## src/rtl/div_unit_if.sv

```systemverilog
// Operand/result bundle between the control unit and the multi-cycle divider.
interface div_unit_if #(
  parameter int unsigned WIDTH = 32
);
  logic             DivIn;
  logic             Signed;
  logic [WIDTH-1:0] A;
  logic [WIDTH-1:0] B;
  logic             Busy;
  logic             DivStop;
  logic             DivZero;
  logic [WIDTH-1:0] resultHigh;
  logic [WIDTH-1:0] resultLow;

  modport master (
    output DivIn, Signed, A, B,
    input  Busy, DivStop, DivZero, resultHigh, resultLow
  );

  modport slave (
    input  DivIn, Signed, A, B,
    output Busy, DivStop, DivZero, resultHigh, resultLow
  );
endinterface

```

## src/rtl/div_unit.sv

```systemverilog
// Restoring shift-subtract divider: one quotient bit per cycle, quotient to LO, remainder to HI.
// Signed operands are divided as magnitudes and the signs are fixed up in a final cycle.
module div_unit #(
  parameter int unsigned WIDTH = 32
) (
  input logic       clk,
  input logic       Reset,
  div_unit_if.slave bus
);

  localparam int unsigned CntW = $clog2(WIDTH + 1);

  localparam logic [1:0] StIdle = 2'd0;
  localparam logic [1:0] StCalc = 2'd1;
  localparam logic [1:0] StFix  = 2'd2;

  logic [1:0]       state_q, state_d;
  logic [WIDTH-1:0] q_q, q_d;
  logic [WIDTH-1:0] r_q, r_d;
  logic [WIDTH-1:0] d_q, d_d;
  logic [CntW-1:0]  cnt_q, cnt_d;
  logic             qneg_q, qneg_d;
  logic             rneg_q, rneg_d;
  logic             busy_q, busy_d;
  logic             stop_q, stop_d;
  logic             zero_q, zero_d;
  logic [WIDTH-1:0] hi_q, hi_d;
  logic [WIDTH-1:0] lo_q, lo_d;
  logic [WIDTH:0]   r_shift;

  always_comb begin
    state_d = state_q;
    q_d     = q_q;
    r_d     = r_q;
    d_d     = d_q;
    cnt_d   = cnt_q;
    qneg_d  = qneg_q;
    rneg_d  = rneg_q;
    busy_d  = busy_q;
    stop_d  = 1'b0;
    zero_d  = zero_q;
    hi_d    = hi_q;
    lo_d    = lo_q;
    r_shift = {r_q, q_q[WIDTH-1]};

    case (state_q)
      StIdle: begin
        if (bus.DivIn) begin
          if (bus.B == '0) begin
            zero_d = 1'b1;
            stop_d = 1'b1;
          end else begin
            q_d     = (bus.Signed && bus.A[WIDTH-1]) ? -bus.A : bus.A;
            d_d     = (bus.Signed && bus.B[WIDTH-1]) ? -bus.B : bus.B;
            qneg_d  = bus.Signed & (bus.A[WIDTH-1] ^ bus.B[WIDTH-1]);
            rneg_d  = bus.Signed & bus.A[WIDTH-1];
            r_d     = '0;
            cnt_d   = CntW'(WIDTH);
            zero_d  = 1'b0;
            busy_d  = 1'b1;
            state_d = StCalc;
          end
        end
      end
      StCalc: begin
        // The true difference is always below 2^WIDTH, so a WIDTH-bit subtract is exact.
        if (r_shift >= {1'b0, d_q}) begin
          r_d = r_shift[WIDTH-1:0] - d_q;
          q_d = {q_q[WIDTH-2:0], 1'b1};
        end else begin
          r_d = r_shift[WIDTH-1:0];
          q_d = {q_q[WIDTH-2:0], 1'b0};
        end
        cnt_d = cnt_q - CntW'(1);
        if (cnt_q == CntW'(1)) state_d = StFix;
      end
      StFix: begin
        lo_d    = qneg_q ? -q_q : q_q;
        hi_d    = rneg_q ? -r_q : r_q;
        stop_d  = 1'b1;
        busy_d  = 1'b0;
        state_d = StIdle;
      end
      default: begin
        busy_d  = 1'b0;
        state_d = StIdle;
      end
    endcase
  end

  always_ff @(posedge clk or negedge Reset) begin
    if (!Reset) begin
      state_q <= StIdle;
      q_q     <= '0;
      r_q     <= '0;
      d_q     <= '0;
      cnt_q   <= '0;
      qneg_q  <= 1'b0;
      rneg_q  <= 1'b0;
      busy_q  <= 1'b0;
      stop_q  <= 1'b0;
      zero_q  <= 1'b0;
      hi_q    <= '0;
      lo_q    <= '0;
    end else begin
      state_q <= state_d;
      q_q     <= q_d;
      r_q     <= r_d;
      d_q     <= d_d;
      cnt_q   <= cnt_d;
      qneg_q  <= qneg_d;
      rneg_q  <= rneg_d;
      busy_q  <= busy_d;
      stop_q  <= stop_d;
      zero_q  <= zero_d;
      hi_q    <= hi_d;
      lo_q    <= lo_d;
    end
  end

  assign bus.Busy       = busy_q;
  assign bus.DivStop    = stop_q;
  assign bus.DivZero    = zero_q;
  assign bus.resultHigh = hi_q;
  assign bus.resultLow  = lo_q;

endmodule

```

## src/flat_wrapper.sv

```systemverilog
// flat-port wrapper written by rule: the top's interface ports become plain ports
module div_unit_flat 
#(
  parameter int unsigned WIDTH = 32
)
  (clk, Reset, bus_DivIn, bus_Signed, bus_A, bus_B, bus_Busy, bus_DivStop, bus_DivZero, bus_resultHigh, bus_resultLow);
  div_unit_if #(.WIDTH(WIDTH)) bus_i ();
  input logic clk;
  input logic Reset;
  input wire logic [$bits(bus_i.DivIn)-1:0] bus_DivIn;
  input wire logic [$bits(bus_i.Signed)-1:0] bus_Signed;
  input wire logic [$bits(bus_i.A)-1:0] bus_A;
  input wire logic [$bits(bus_i.B)-1:0] bus_B;
  output wire logic [$bits(bus_i.Busy)-1:0] bus_Busy;
  output wire logic [$bits(bus_i.DivStop)-1:0] bus_DivStop;
  output wire logic [$bits(bus_i.DivZero)-1:0] bus_DivZero;
  output wire logic [$bits(bus_i.resultHigh)-1:0] bus_resultHigh;
  output wire logic [$bits(bus_i.resultLow)-1:0] bus_resultLow;
  assign bus_i.DivIn = bus_DivIn;
  assign bus_i.Signed = bus_Signed;
  assign bus_i.A = bus_A;
  assign bus_i.B = bus_B;
  assign bus_Busy = bus_i.Busy;
  assign bus_DivStop = bus_i.DivStop;
  assign bus_DivZero = bus_i.DivZero;
  assign bus_resultHigh = bus_i.resultHigh;
  assign bus_resultLow = bus_i.resultLow;
  div_unit #(.WIDTH(WIDTH)) u_core (.clk(clk), .Reset(Reset), .bus(bus_i));
endmodule
```

## config.mk

```make
export PLATFORM = sky130hd
export DESIGN_NAME = div_unit_flat
export DESIGN_NICKNAME = d
export VERILOG_FILES = /design/src/rtl/div_unit_if.sv /design/src/rtl/div_unit.sv /design/src/flat_wrapper.sv
export SDC_FILE = /design/constraint.sdc
export NUM_CORES = 1
export LEC_CHECK = 0
export ABC_AREA = 0
export CAP_MARGIN = 25
export CORE_ASPECT_RATIO = 0.75
export CORE_UTILIZATION = 45
export CTS_CLUSTER_DIAMETER = 80
export DETAILED_ROUTE_END_ITERATION = 12
export PLACE_DENSITY = 0.67
export RECOVER_POWER = 25
export SYNTH_ARGS = -nofsm -noshare
export SYNTH_HDL_FRONTEND = slang
export SYNTH_SLANG_ARGS = --single-unit
```

## constraint.sdc

```tcl
create_clock -name clk -period 7.4 [get_ports clk]
set_input_delay 1.11 -clock clk [delete_from_list [all_inputs] [get_ports clk]]
set_output_delay 1.11 -clock clk [all_outputs]
set_load 0.02 [all_outputs]
```

[Word-level counts from Yosys, hierarchy flattened]
Cells that the tools add are included.
Storage, ports and cells
  bits in registers: 173
  input port bits: 68
  output and inout port bits: 67
  word-level logic and storage cells: 65
Operators by class
  $add $sub $neg: 6
  magnitude comparators: 1
  equal/unequal tests: 6
  muxes and demuxes: 25
  bitwise operators: 5
  reduce and logical (&&, ||, !) cells: 10
Operators by type and width (number)
  $mux W32: 9
  $neg A32 Y32: 4
  $pmux W32 S2: 2
  $ge A33 B32 Y1: 1
  $logic_not A32 Y1: 1
  $sub A32 B32 Y32: 1
  $mux W6: 2
  $pmux W6 S2: 1
  $reduce_and A3 Y1: 4
  $eq A6 B1 Y1 const B: 1
  $mux W2: 3
  $sub A6 B1 Y6 const B: 1
  $mux W1: 5
  $ne A2 B2 Y1 const B: 2
  $pmux W1 S2: 2
  $pmux W2 S2: 1
  $and A1 B1 Y1: 2
  $eq A2 B1 Y1 const B: 1
  $eq A2 B2 Y1 const B: 1
  $logic_and A1 B1 Y1: 2
  $logic_not A2 Y1: 1
  $ne A2 B1 Y1 const B: 1
  $not A1 Y1: 2
  $reduce_and A2 Y1: 1
  2 further kinds: 2

[Depth between registers and ports, before layout]
  depth in word-level cells: 5
  depth in mapped cells: 13
  depth with buffers taken out: 12

[Worst setup path before layout]
OpenSTA, ideal clock, no wires.
  path kind: input to register
  start: input bus_B[10]
  end: register u_core.r_q[29]
  library setup time: 0.096 ns
  arrival: 3.378 ns
  data required time: 7.304 ns
  slack: 3.926 ns
  stages: 10
  buffers on the path: 3
  path through: or4_1 -> nor4_1 -> nand4b_1 -> a21oi_1 -> or2_1 -> clkbuf_1 -> buf_2 -> buf_1 -> a32oi_1 -> o31ai_1
On the way
  word-level cells in the longest chain between the ends: 3
Ends and longest elaborated chain
  start, declared: RTL line flat_wrapper.sv:13  | input wire logic [$bits(bus_i.B)-1:0] bus_B;
  $logic_not A32 Y1: RTL line div_unit.sv:49  | if (bus.B == '0) begin
  $ne A2 B2 Y1 (no source line)
  $reduce_and A3 Y1 (no source line)
  end signal, assigned: RTL line div_unit.sv:108  | r_q <= r_d;
  end, declared: RTL line div_unit.sv:19  | logic [WIDTH-1:0] r_q, r_d;
No other way between the ends.
A chain may end at the register's enable or synchronous reset.

[Worst setup path after layout]
  start: register u_core.state_q[1]
  end: register u_core.hi_q[22] (netlist: u_core.bus.resultHigh[22])
On the way
  word-level cells in the longest chain between the ends: 1
Ends and longest elaborated chain
  start, declared: RTL line div_unit.sv:17  | logic [1:0] state_q, state_d;
  start signal, assigned: RTL line div_unit.sv:93  | state_q <= StIdle;
  start signal, assigned: RTL line div_unit.sv:106  | state_q <= state_d;
  $eq A2 B2 Y1: RTL line div_unit.sv:46  | case (state_q)
  end signal, assigned: RTL line div_unit.sv:116  | hi_q <= hi_d;
  end, declared: RTL line div_unit.sv:27  | logic [WIDTH-1:0] hi_q, hi_d;
No other way between the ends.

==> out/qor.csv <==
stage,metric,value,unit
status,status,finished with violations,
status,violations,"max-capacitance violations, max-slew violations",
cells_and_area,drive_above_1_share,4.99,%
die,core_area,24000,sq um
placed_design,post-place-ws,2570,ps
logic_synthesis,postSynth.asyncResetShare,100,%
cells_and_area,nets,1479,
placed_design,place.port_buffers,134,
logic_synthesis,ys_types,63,
setup_path,cp_top_family,buffers and inverters,
setup_path,cp_data_required_time,7530,ps
worst_hold_path,hp-class,reg -> reg,
setup_path,worstSetupPathType,reg -> reg,
clocking,clk_latency,430,ps
grt,grt-ovfl-total,0,
pwr,power_leakage,5.48,nW
sta,fin_worst_skew,9.72,ps
setup_path,cp_cell_sequence,nand2b_1 > clkbuf_1 > clkbuf_1 > o21ai_0,
sta,holdWs,480,ps
sta,finalHoldViolCount,0,
setup_path,critPathMaxFanout,118,
sta,relSlewSlack,-171,%
setup_path,worstPathArrival,5020,ps
cells_and_area,area_growth_syn_to_layout,19.7,%
route,drtIter0Drc,682,
logic_synthesis,syn_area,11100,sq um
logic_synthesis,synth_edf_count,0,
die,initial_core_util,46.1,%
grt,first_global_vias,8711,
logic_synthesis,yosys_warnings,0,
sta,rsz0062_at_grt,no,
grt,grt_pass1_wl,47900,um
sta,clock.fmax,0.205,GHz
logic_synthesis,syn_avg_cell_area,8.66,sq um
placed_design,gp_congestion,0.902,
setup_path,critPathBufInv,2,
sta,finalSetupTns,0,ps
die,die_y,138,um
sta,tightest_slew,4070,ps
sta,setup_ws,2510,ps
logic_synthesis,ys_seq_elements,173,
clocking,h-tree-depth,4,
sta,final-setup-viol-count,0,
run,drv_cap,1,
route,route.detailed.drc,0,
clocking,clk_path_buf_depth,2,
route,wl_per_cell,17.3,um
logic_synthesis,ys.flop_type,dfrtp_1,
logic_synthesis,ys_seq_area_share,39.1,%
setup_path,cpPeakStageDelay,2860,ps
pwr,ir_drop,0.264,mV
route,vias_per_cell,5.60,
setup_path,crit_top_cell,clkbuf_1,
pwr,power.density,467,nW/um^2
route,drtPass1Iterations,5,
logic_synthesis,synth_fp_nets,1386,
route,vias,9610,
placed_design,dp_hpwl,22400,um
clocking,cts_tree,done,
die,rows,49,
setup_path,crit_path_top_delay_cell,clkbuf_1,
clocking,cts_sinks,173,
cells_and_area,fillers,2233,
setup_path,critPathCaptureType,flop,
setup_path,worst_setup_path_start_kind,flop,
die,num_io_pins,135,
route,totalWireLength,29600,um
clocking,ctsResizeCount,0,
clocking,path_clk_slew,70,ps
grt,antenna_found_initial,0,
clocking,cts_buffers,17,
grt,grt_start_max_net_pins,123,
die,dieArea,25200,sq um
cells_and_area,fin_util,55.1,%
cells_and_area,n_antenna_cell,0,
sta,fin_crit_sh,66.0,%
clocking,ctsHoldBuffers,0,
route,ant_nets,0,
sta,period_needed,4890,ps
die,fp.dieW,183,um
grt,track_usage,24.4,%
logic_synthesis,syn_inst,1279,
clocking,post-cts-setup-buffer-count,0,
clocking,root_buffer,clkbuf_16,
sta,drv_slew,119,
-- worst paths after layout --
kind / from / endpoint / slack [ps] / depth (start not counted)
max: u_core.state_q[1]$_DFFE_PN0P_ / u_core.bus.resultHigh[22]$_DFFE_PN0P_ / 2510 / 4
min: u_core.bus.resultHigh[10]$_DFFE_PN0P_ / u_core.bus.resultHigh[10]$_DFFE_PN0P_ / 480 / 2
max reg2reg: u_core.state_q[1]$_DFFE_PN0P_ / u_core.bus.resultHigh[22]$_DFFE_PN0P_ / 2510 / 4
min reg2reg: u_core.bus.resultHigh[10]$_DFFE_PN0P_ / u_core.bus.resultHigh[10]$_DFFE_PN0P_ / 480 / 2
max in group asynchronous: Reset / u_core.r_q[0]$_DFFE_PN0P_ / 5120 / 2
min in group asynchronous: Reset / u_core.bus.resultLow[12]$_DFFE_PN0P_ / 760 / 1
-- tightest hold or removal path, cell delays in order, from the launching register on --
cell and delay, ps:
dfrtp_1 340, nand2_1 50, o21ai_0 60
-- metrics by stage --
stage	power (mW)	cell area, sq um	instances
final	6.19	13200	1715
after global routing	6.68	13200	1715
after CTS	6.12	13200	1711
after detailed placement	5.25	12600	1680
after global placement	5.20	12600	1680
after floorplan	4.23	11100	1279
-- synth_stat cells (all sizes together) (9+ instances only) --
cell type	count	area [sq um]
o21ai	183	916
nand2	179	672
dfrtp	173	4330
xor2	97	850
clkbuf	61	229
a21oi	60	300
nor2	58	218
inv	56	210
xnor2	52	455
ha	38	475
o31ai	34	265
or3	23	184
nand3	20	100
a221o	19	193
or4	19	146
mux2i	16	160
a32oi	15	131
nand2b	15	93.8
nor3	15	75.1
a21o	14	105
nor4	13	81.3
o41ai	12	120
a22oi	11	82.6
buf	10	38.8
nand4	9	56.3
-- state kept, by name (all words and copies together), names as in the netlist --
name	count
u_core.cnt_q	6
u_core.bus.Busy	1
u_core.rneg_q	1
u_core.bus.resultHigh	32
u_core.bus.DivZero	1
u_core.r_q	32
u_core.qneg_q	1
u_core.q_q	32
u_core.state_q	2
u_core.bus.DivStop	1
u_core.bus.resultLow	32
u_core.d_q	32
-- placed cells by master, fill, tap and decap left out, drive strengths merged, types with 3 or more instances in the layout --
cell type / netlist / final
a21oi: 60 / 60
a211oi: 5 / 5
o31ai: 34 / 34
nor3: 15 / 15
ha: 38 / 38
clkbuf: 61 / 21
or3: 23 / 23
o21a: 4 / 4
nor2: 58 / 58
nand2b: 15 / 15
a21o: 14 / 14
a221o: 19 / 19
buf: 10 / 10
a22oi: 11 / 11
o41ai: 12 / 12
and3: 5 / 5
a32oi: 15 / 15
inv: 56 / 62
or2: 8 / 8
nand3b: 3 / 3
nand2: 179 / 179
a31oi: 8 / 8
o211ai: 5 / 5
o21ai: 183 / 183
nand3: 20 / 20
nor2b: 6 / 6
o311ai: 3 / 3
xnor2: 52 / 52
mux2i: 16 / 16
nor4: 13 / 13
and2: 6 / 6
xor2: 97 / 97
clkinv: 0 / 4
or4: 19 / 19
dfrtp: 173 / 173
nand4: 9 / 9
clkdlybuf4s50: 0 / 133
-- routing by layer --
metal  part of all wire, %  GRT usage [%]  up-vias
met1                    54           39.8     4516
li1                      -              -     4764
met5                     0              0        -
met3                   7.0           4.84       19
met2                    39           32.2      311
met4                  0.70           4.77        0
-- cell families after synthesis --
logic type,count (synthesis),share of synthesized area (%)
AOI/OAI and AO/OA,390,22.1
xor gates and xnor gates,149,11.8
adders and majority gates,39,4.48
buffers and inverters,127,4.32
DFF,173,39.1
muxes,16,1.45
and+or+nand+nor,385,16.8
-- power breakdown --
group / switching [mW] / internal (mW) / leakage (nW)
Sequential: 0.461 / 1.31 / 2.23
Combinational: 2.09 / 1.49 / 2.99
Clock: 0.399 / 0.447 / 0.267
-- final cells by class --
class,count,area [sq um],area share (%)
Multi-Input combinational cell,979,6280,47.4
Sequential cell,173,4330,32.7
Timing Repair Buffer,145,1470,11.1
Clock buffer,19,443,3.34
Tap cell,331,414,3.13
Inverter,56,210,1.59
Clock inverter,12,108,0.812
Power figures use the tool's default switching activity.
